### config.mk
export PLATFORM = sky130hd
export DESIGN_NAME = poly_tone_gen
export DESIGN_NICKNAME = d
export VERILOG_FILES = /design/src/rtl/poly_tone_gen.sv
export SDC_FILE = /design/constraint.sdc
export NUM_CORES = 1
export LEC_CHECK = 0
export CORE_MARGIN = 4
export CORE_UTILIZATION = 62
export DETAILED_ROUTE_END_ITERATION = 12
export GPL_TIMING_DRIVEN = 0
export PLACE_DENSITY = 0.84
export SLEW_MARGIN = 20
export SYNTH_ARGS = -nofsm -noshare
export SYNTH_HDL_FRONTEND = slang
export SYNTH_SLANG_ARGS = --single-unit
### constraint.sdc
create_clock -name CLK -period 7 [get_ports CLK]
set_input_delay 0.7 -clock CLK [delete_from_list [all_inputs] [get_ports CLK]]
set_output_delay 0.7 -clock CLK [all_outputs]
set_load 0.03 [all_outputs]
### src/rtl/poly_tone_gen.sv
// -----------------------------------------------------------------------------
// poly_tone_gen
//   N independent square-wave voices. Each voice counts CLK cycles up to its
//   active half-period and toggles its output, so one output level lasts
//   ACTIVE cycles and the full period is 2*ACTIVE. A new half-period is written
//   into a per-voice shadow register. While the voice runs, that value only
//   reaches the active register at a toggle boundary, so no phase is ever cut
//   short. A half-period of 0 mutes the voice.
//
// Ports
//   CLK       system clock
//   RST       asynchronous reset, active-high
//   WR_EN     shadow write strobe
//   WR_ADDR   voice index of the write (out-of-range indices are ignored)
//   WR_DATA   new half-period in CLK cycles, 0 = mute
//   VOICE_EN  per-voice enable
//   AUDIO     per-voice square wave (registered)
//   PENDING   per-voice "shadow written, not yet applied"
//   MIX       registered count of AUDIO bits high, one cycle behind AUDIO
// -----------------------------------------------------------------------------
module poly_tone_gen #(
    parameter int               N_VOICES            = 4,
    parameter int               CNT_W               = 16,
    parameter logic [CNT_W-1:0] DEFAULT_HALF_PERIOD = CNT_W'(13514),
    localparam int              AW                  = (N_VOICES > 1) ? $clog2(N_VOICES) : 1,
    localparam int              MIX_W               = $clog2(N_VOICES + 1)
) (
    input  logic                CLK,
    input  logic                RST,
    input  logic                WR_EN,
    input  logic [AW-1:0]       WR_ADDR,
    input  logic [CNT_W-1:0]    WR_DATA,
    input  logic [N_VOICES-1:0] VOICE_EN,
    output logic [N_VOICES-1:0] AUDIO,
    output logic [N_VOICES-1:0] PENDING,
    output logic [MIX_W-1:0]    MIX
);

    logic [CNT_W-1:0]    cnt_q    [N_VOICES];
    logic [CNT_W-1:0]    cnt_d    [N_VOICES];
    logic [CNT_W-1:0]    active_q [N_VOICES];
    logic [CNT_W-1:0]    active_d [N_VOICES];
    logic [CNT_W-1:0]    shadow_q [N_VOICES];
    logic [CNT_W-1:0]    shadow_d [N_VOICES];
    logic [N_VOICES-1:0] audio_q, audio_d;
    logic [N_VOICES-1:0] pending_q, pending_d;
    logic [MIX_W-1:0]    mix_q, mix_d;

    always_comb begin
        // NOTE: every signal starts from its held value, so no branch below can leave one unassigned and infer a latch.
        audio_d   = audio_q;
        pending_d = pending_q;
        mix_d     = '0;
        for (int i = 0; i < N_VOICES; i++) begin
            cnt_d[i]    = cnt_q[i];
            active_d[i] = active_q[i];
            shadow_d[i] = shadow_q[i];

            if (!VOICE_EN[i] || active_q[i] == '0) begin
                // Disabled or muted: hold low, and a pending value can load at
                // once because there is no running phase to protect.
                audio_d[i] = 1'b0;
                cnt_d[i]   = '0;
                if (pending_q[i]) begin
                    active_d[i]  = shadow_q[i];
                    pending_d[i] = 1'b0;
                end
            end else if (cnt_q[i] >= active_q[i] - CNT_W'(1)) begin
                // Terminal count: the only point where a running voice may
                // change period. Loading 0 here silences it instead of toggling.
                cnt_d[i] = '0;
                if (pending_q[i]) begin
                    active_d[i]  = shadow_q[i];
                    pending_d[i] = 1'b0;
                    audio_d[i]   = (shadow_q[i] != '0) && !audio_q[i];
                end else begin
                    audio_d[i] = !audio_q[i];
                end
            end else begin
                cnt_d[i] = cnt_q[i] + CNT_W'(1);
            end

            // The write is applied after the load above. A load on this edge
            // therefore takes the pre-write shadow, and the new value stays pending.
            if (WR_EN && int'(WR_ADDR) == i) begin
                shadow_d[i]  = WR_DATA;
                pending_d[i] = 1'b1;
            end

            mix_d = mix_d + MIX_W'(audio_q[i]);
        end
    end

    always_ff @(posedge CLK or posedge RST) begin
        if (RST) begin
            audio_q   <= '0;
            pending_q <= '0;
            mix_q     <= '0;
            // NOTE: these per-voice arrays are small flop banks, not RAM, so they take the async reset like any other state.
            for (int i = 0; i < N_VOICES; i++) begin
                cnt_q[i]    <= '0;
                active_q[i] <= DEFAULT_HALF_PERIOD;
                shadow_q[i] <= DEFAULT_HALF_PERIOD;
            end
        end else begin
            // NOTE: non-blocking assignments so every flop samples the pre-edge values computed above.
            audio_q   <= audio_d;
            pending_q <= pending_d;
            mix_q     <= mix_d;
            for (int i = 0; i < N_VOICES; i++) begin
                cnt_q[i]    <= cnt_d[i];
                active_q[i] <= active_d[i];
                shadow_q[i] <= shadow_d[i];
            end
        end
    end

    assign AUDIO   = audio_q;
    assign PENDING = pending_q;
    assign MIX     = mix_q;

endmodule
* Yosys cells after proc, flatten, opt, wreduce, memory -nomap -nowiden
Index checks and enable logic that the tools add are counted.
** Cells by class
- Shift operators :: 0
- Multiplexer cells :: 44
- Add/sub/neg operators :: 11
- Bitwise logic cells :: 0
- Divide/modulo/power cells :: 0
- Reductions and logical operators :: 37
- Order comparisons :: 4
- $mul :: 0
- Eq/ne operators :: 3
** Operators by type and width (number)
- 16-bit 2-to-1 mux :: 20
- 16-bit by 1-bit adder with 16-bit output, second input constant :: 4
- 16-bit >= comparator :: 4
- 16-bit zero test :: 4
- 16-bit nonzero test :: 4
- 16-bit by 1-bit subtractor with 16-bit output, second input constant :: 4
- 1-bit 2-to-1 mux :: 24
- 3-bit nonzero test :: 4
- 1-bit logical AND :: 8
- 1-bit zero test :: 8
- 2-bit nonzero test :: 4
- 2-bit == test, second input constant :: 2
- 1-bit logical OR :: 4
- 2-bit by 1-bit adder with 3-bit output :: 1
- 3-bit by 1-bit adder with 3-bit output :: 1
- 1-bit by 1-bit adder with 2-bit output :: 1
- 2-bit by 1-bit == test with 1-bit output, second input constant :: 1
- 2-bit zero test :: 1
** Storage, ports and cells
- Logic and storage cells :: 120
- Bits of input ports :: 25
- Memories :: 0
- Flip-flop bits (word level) :: 203
- Memory bits (read-only) :: 0
- Bits in writable memories :: 0
- Output and inout port bits :: 11
- Latch bits :: 0

* Longest topological paths before layout
- Depth after elaboration :: 5
- Depth in mapped cells :: 15
- Depth with buffers taken out :: 13

* Worst setup path before layout
Ideal clock, no wire load.
- Path kind :: reg2reg
- Start :: reg active_q[51] (netlist name)
- End :: reg active_q[48] (netlist name)
- Setup time :: 0.125 ns
- Period minus slack after synthesis :: 3.737 ns
- Buffers on the path :: 1
- Arrival time :: 3.612 ns
- Required time :: 6.875 ns
- Cell stages (with the launch flop) :: 15
- Path slack :: 3.263 ns
- Path through :: dfstp_2 or3_1 nor3_1 nand2b_1 nand2b_1 nor4_1 xnor2_1 ha_1 a211oi_1 nor2_1 a211oi_1 o31ai_1 o21ai_1 clkbuf_1 mux2_2
** Between the ends
- Word-level cells in the longest chain between the ends :: 3
- Elaborated cells between the ends (all ways) :: 6
- Classes of those cells :: 1 x add/sub; 1 x order compare; 1 x mux; 3 x reduce/logical
** RTL lines
- from (decl) :: RTL line 41 : logic [CNT_W-1:0] active_q [N_VOICES];
- from (signal, indexed assignment) :: RTL line 112 : active_q[i] <= active_d[i];
- 16-bit by 1-bit subtractor with 16-bit output or 16-bit zero test (tied branches) :: RTL line 68, 59
- 16-bit >= comparator or 1-bit logical OR (tied branches) :: RTL line 68, 59
- 2-bit nonzero test (no source line) or 16-bit 2-to-1 mux (tied branches)
Several ways; a longest one is shown, not always the timed one.
A chain may end at the register's enable or synchronous reset.

* Worst setup path in the final report
- Start :: reg active_q[16] (netlist name)
- End :: reg active_q[21] (netlist name)
The elaborated chain is that of the path after synthesis.

==> implementation parameters <==
Parameter                              Value

Timing
  Setup WS post-layout    2.64 ns
  Worst clock skew    0.0141 ns
  Peak Freq    0.229 GHz
  Worst slew margin relative to its limit    24.6%
  Measured slew at the worst slew-check pin    1.13 ns
  Setup TNS    0 ns
  Number of endpoints with negative hold slack in the final report    0
  Fin crit period    4.36 ns
  Number of pins exceeding their max-slew limit in the final report    0
  Count of endpoints failing setup in the final report    0
  RSZ-0062 raised after global routing    no
  Period utilisation layout    62.3%

Finish
  Area growth syn-to-layout    13.6%
  Design Area, Final    0.0122 sq mm
  Antenna fix cells    0
  Share of post-route cells with drive strength above 1    23.4%
  Post-layout instance count excluding filler cells    1245
  Final Net Count    1109
  Number of filler instances in the final layout    1167

Floorplanning
  Die height    140 um
  Die Span X    140 um
  Site Rows    47
  Core region area    0.0168 sq mm
  Top-Level Pins    36
  Effective utilization at floorplan    64.1%
  Overall die area    0.0196 sq mm

Synth
  Post-Synthesis Cell Area    0.0108 sq mm
  Primary flip-flop cell chosen by synthesis mapping    sky130_fd_sc_hd__dfrtp_1
  Post-synthesis async set-or-reset flop share    100%
  Number of flops mapped to enable cells by yosys    0
  Multiplexer share of the synthesized area    13.6%
  Main combinational cell family by area after synthesis    simple AND/OR/NAND/NOR gates
  Simple logic cell fraction of the synthesized area    14.4%
  Cell variety after synth    59
  Yosys warnings    0
  Compound-gate portion of the synthesized area    4.52%
  Per-instance average area after synthesis    11.4 sq um
  Number of storage elements in the synthesis netlist    203
  Cells after Synth    948
  Post-synthesis share of cell area spent on xor and xnor gates    8.86%
  Proportion of synthesized chip area in sequential cells    47.8%
  Synthesized net count    1048
  Adder-cell area share of the yosys netlist    8.78%

Worst setup path
  Crit Path Max Fanout    10
  Worst setup path class    flip-flop to flip-flop
  Startpoint types    flip-flop
  Crit path required time    7.39 ns
  Worst endpoint data arrival time    4.75 ns
  Endpoint type of the worst setup path    flip-flop

CTS
  Root buffer cell    sky130_fd_sc_hd__clkbuf_16
  Number of buffers between clock root and the deepest sink    3
  Cts bufs inserted    22
  Post-CTS Setup Bufs    0
  Clock tree from TritonCTS    built
  Post-cts sizing count    0
  Number of buffers inserted for hold repair after clock tree synthesis    0
  Clk slew on worst S/H paths    0.06 ns
  Total clock sinks    203
  Clock latency reported for the late side of the worst-skew pair    0.51 ns
  H-tree lvl count    1

Job
  Total of max-cap violations    0

Global route
  Total routing usage reported by global routing    22.4%
  First-pass GRT wire length    36500 um
  Pin count of the biggest net entering global routing    92
  Initial antenna violation count    0
  Vias in the first global route    7520
  Overall overflow remaining after global route    0

Detailed routing
  Routed length on met3    807 um
  Vias after detailed routing    7293
  Number of violations reported at the end of detailed-routing iteration 0    381
  Total met2 wirelength after detailed routing    10400 um
  Detail-routed via count per cell    5.86
  WL/cell    17.2 um
  Top layer in use    met4
  Final wirelength    21400 um
  Number of detailed-routing iterations run before antenna repair    4
  DRC Markers    0
  Wire length on met1    9670 um
  Number of nets still failing antenna checks after routing    0

Pwr
  Maximum VDD drop    0.237 mV
  Total power draw    3.88 mW
  Cell leakage power    5.23 nW
  Power Density    317 mW/mm^2

Placed design
  Instance count after placement with tap cells included    1205
  Routability Congestion    0.799
  Pre-CTS setup slack    2.73 ns
  Standard cell area after detailed placement    0.0115 sq mm
  Total of buffers placed on input and output ports    35
  Detailed Place HPWL    15200 um

Status
  Result of the run    complete, no violations

Min path
  Tightest Hold Check Type    flip-flop to flip-flop
==> placed cells by master, fill, tap and decap left out, drive strengths merged, types with 7 or more instances in the layout <==
cell type	n
xnor2	59
or4	10
dfstp	56
nor4	19
nor3b	8
xor2	50
nand2	42
clkbuf	35
a21oi	12
nand3	32
nor2	116
nand4	20
dfrtp	147
ha	74
o21ai	20
inv	36
nor3	21
and3	15
clkdlybuf4s50	35
mux2	124
nand2b	7
a211oi	9
buf	11
==> cell families (layout without fill, tap and decap cells) <==
| family | after synthesis | count (layout) |
|---|---|---|
| simple gates | 312 | 312 |
| flops | 203 | 203 |
| mux | 127 | 127 |
| xor+xnor | 109 | 109 |
| fa+ha+maj | 75 | 75 |
| compound gates | 69 | 69 |
| buf+inv | 53 | 130 |
==> area by class of cell <==
| cell class | count | area [sq um] | area share, % |
|---|---|---|---|
| tap | 220 | 275 | 2.25 |
| timing repair buffer | 37 | 405 | 3.31 |
| inverter | 36 | 143 | 1.16 |
| clock inverter | 13 | 193 | 1.57 |
| buffer | 17 | 90.1 | 0.736 |
| multi-input combinational | 692 | 5400 | 44.1 |
| clock buffer | 27 | 589 | 4.81 |
| sequential | 203 | 5150 | 42.1 |
==> synthesized netlist by cell type (2+ instances only) <==
master | instances | area (sq um)
sky130_fd_sc_hd__mux2_2 | 114 | 1280
sky130_fd_sc_hd__buf_2 | 3 | 15.0
sky130_fd_sc_hd__nor3b_1 | 8 | 60.1
sky130_fd_sc_hd__clkbuf_1 | 8 | 30.0
sky130_fd_sc_hd__nand4_1 | 20 | 125
sky130_fd_sc_hd__nand3b_1 | 5 | 37.5
sky130_fd_sc_hd__or4_1 | 9 | 67.6
sky130_fd_sc_hd__buf_4 | 4 | 30.0
sky130_fd_sc_hd__nand3_1 | 32 | 160
sky130_fd_sc_hd__and3_1 | 15 | 93.8
sky130_fd_sc_hd__nor2b_1 | 3 | 18.8
sky130_fd_sc_hd__o21a_1 | 2 | 15.0
sky130_fd_sc_hd__and2_1 | 5 | 31.3
sky130_fd_sc_hd__ha_1 | 74 | 926
sky130_fd_sc_hd__xor2_1 | 50 | 438
sky130_fd_sc_hd__nor3_1 | 21 | 105
sky130_fd_sc_hd__nand2_1 | 42 | 158
sky130_fd_sc_hd__a31oi_1 | 2 | 12.5
sky130_fd_sc_hd__mux2_4 | 10 | 150
sky130_fd_sc_hd__inv_1 | 36 | 135
sky130_fd_sc_hd__dfstp_2 | 56 | 1470
sky130_fd_sc_hd__or3_4 | 2 | 22.5
sky130_fd_sc_hd__nor2_1 | 116 | 435
sky130_fd_sc_hd__o21ai_0 | 18 | 90.1
sky130_fd_sc_hd__nor4_1 | 18 | 113
sky130_fd_sc_hd__xnor2_1 | 59 | 517
sky130_fd_sc_hd__a21oi_1 | 12 | 60.1
sky130_fd_sc_hd__dfrtp_1 | 147 | 3680
sky130_fd_sc_hd__or2_2 | 2 | 12.5
sky130_fd_sc_hd__a211oi_1 | 9 | 67.6
sky130_fd_sc_hd__a22o_1 | 4 | 35.0
sky130_fd_sc_hd__nand2b_1 | 7 | 43.8
sky130_fd_sc_hd__o21bai_1 | 4 | 30.0
sky130_fd_sc_hd__mux2i_1 | 3 | 30.0
sky130_fd_sc_hd__o211ai_1 | 4 | 30.0
==> critical path: stages, from the launching register on <==
cell and delay, ns:
sky130_fd_sc_hd__dfrtp_1 0.39, sky130_fd_sc_hd__inv_1 0.10, sky130_fd_sc_hd__ha_1 0.22, sky130_fd_sc_hd__or4b_2 0.65, sky130_fd_sc_hd__nor3_1 0.42, sky130_fd_sc_hd__nand3_1 0.15
sky130_fd_sc_hd__xor2_1 0.18, sky130_fd_sc_hd__ha_1 0.29, sky130_fd_sc_hd__o21ai_0 0.21, sky130_fd_sc_hd__nor2_1 0.08, sky130_fd_sc_hd__a21oi_1 0.21, sky130_fd_sc_hd__nand4_1 0.40
sky130_fd_sc_hd__and2_1 0.32, sky130_fd_sc_hd__buf_4 0.16, sky130_fd_sc_hd__buf_4 0.18, sky130_fd_sc_hd__mux2_2 0.28
==> per-layer routing <==
metal | global-route usage (%) | up-vias
met5 | 0 | -
met4 | 6.83 | 0
li1 | - | 3489
met3 | 3.88 | 45
met1 | 30.6 | 3640
met2 | 37.0 | 119
==> report_power, final <==
| group | total, mW | internal, mW | switching (mW) |
|---|---|---|---|
| clock | 1.24 | 0.753 | 0.488 |
| combinational | 0.895 | 0.489 | 0.406 |
| sequential | 1.74 | 1.48 | 0.259 |
==> flip-flops by register name (all words and copies together) (netlist names) <==
register / count
PENDING: 4
shadow_q: 64
active_q: 64
AUDIO: 4
MIX: 3
cnt_q: 64
==> metrics by stage <==
| step | utilization [%] | hold WS (ns) |
|---|---|---|
| 2_1_floorplan | - | 0.468 |
| 3_3_place_gp | 67.8 | 0.499 |
| 3_5_place_dp | 68.2 | 0.507 |
| 4_1_cts | 72.8 | 0.513 |
| 5_1_grt | 72.8 | 0.540 |
| 6_report | 72.8 | 0.516 |
==> worst paths after layout <==
path	start	to	slack [ns]	cells after the start
worst min register to register	cnt_q[16]	cnt_q[16]	0.52	1
min in group asynchronous	RST	cnt_q[47]	0.55	2
worst max register to register	active_q[16]	active_q[21]	2.64	15
worst max-delay path	active_q[16]	active_q[21]	2.64	15
worst min-delay path	cnt_q[16]	cnt_q[16]	0.52	1
max in group asynchronous	RST	active_q[22]	5.33	4
No activity file was read; power rests on OpenSTA's default activity.
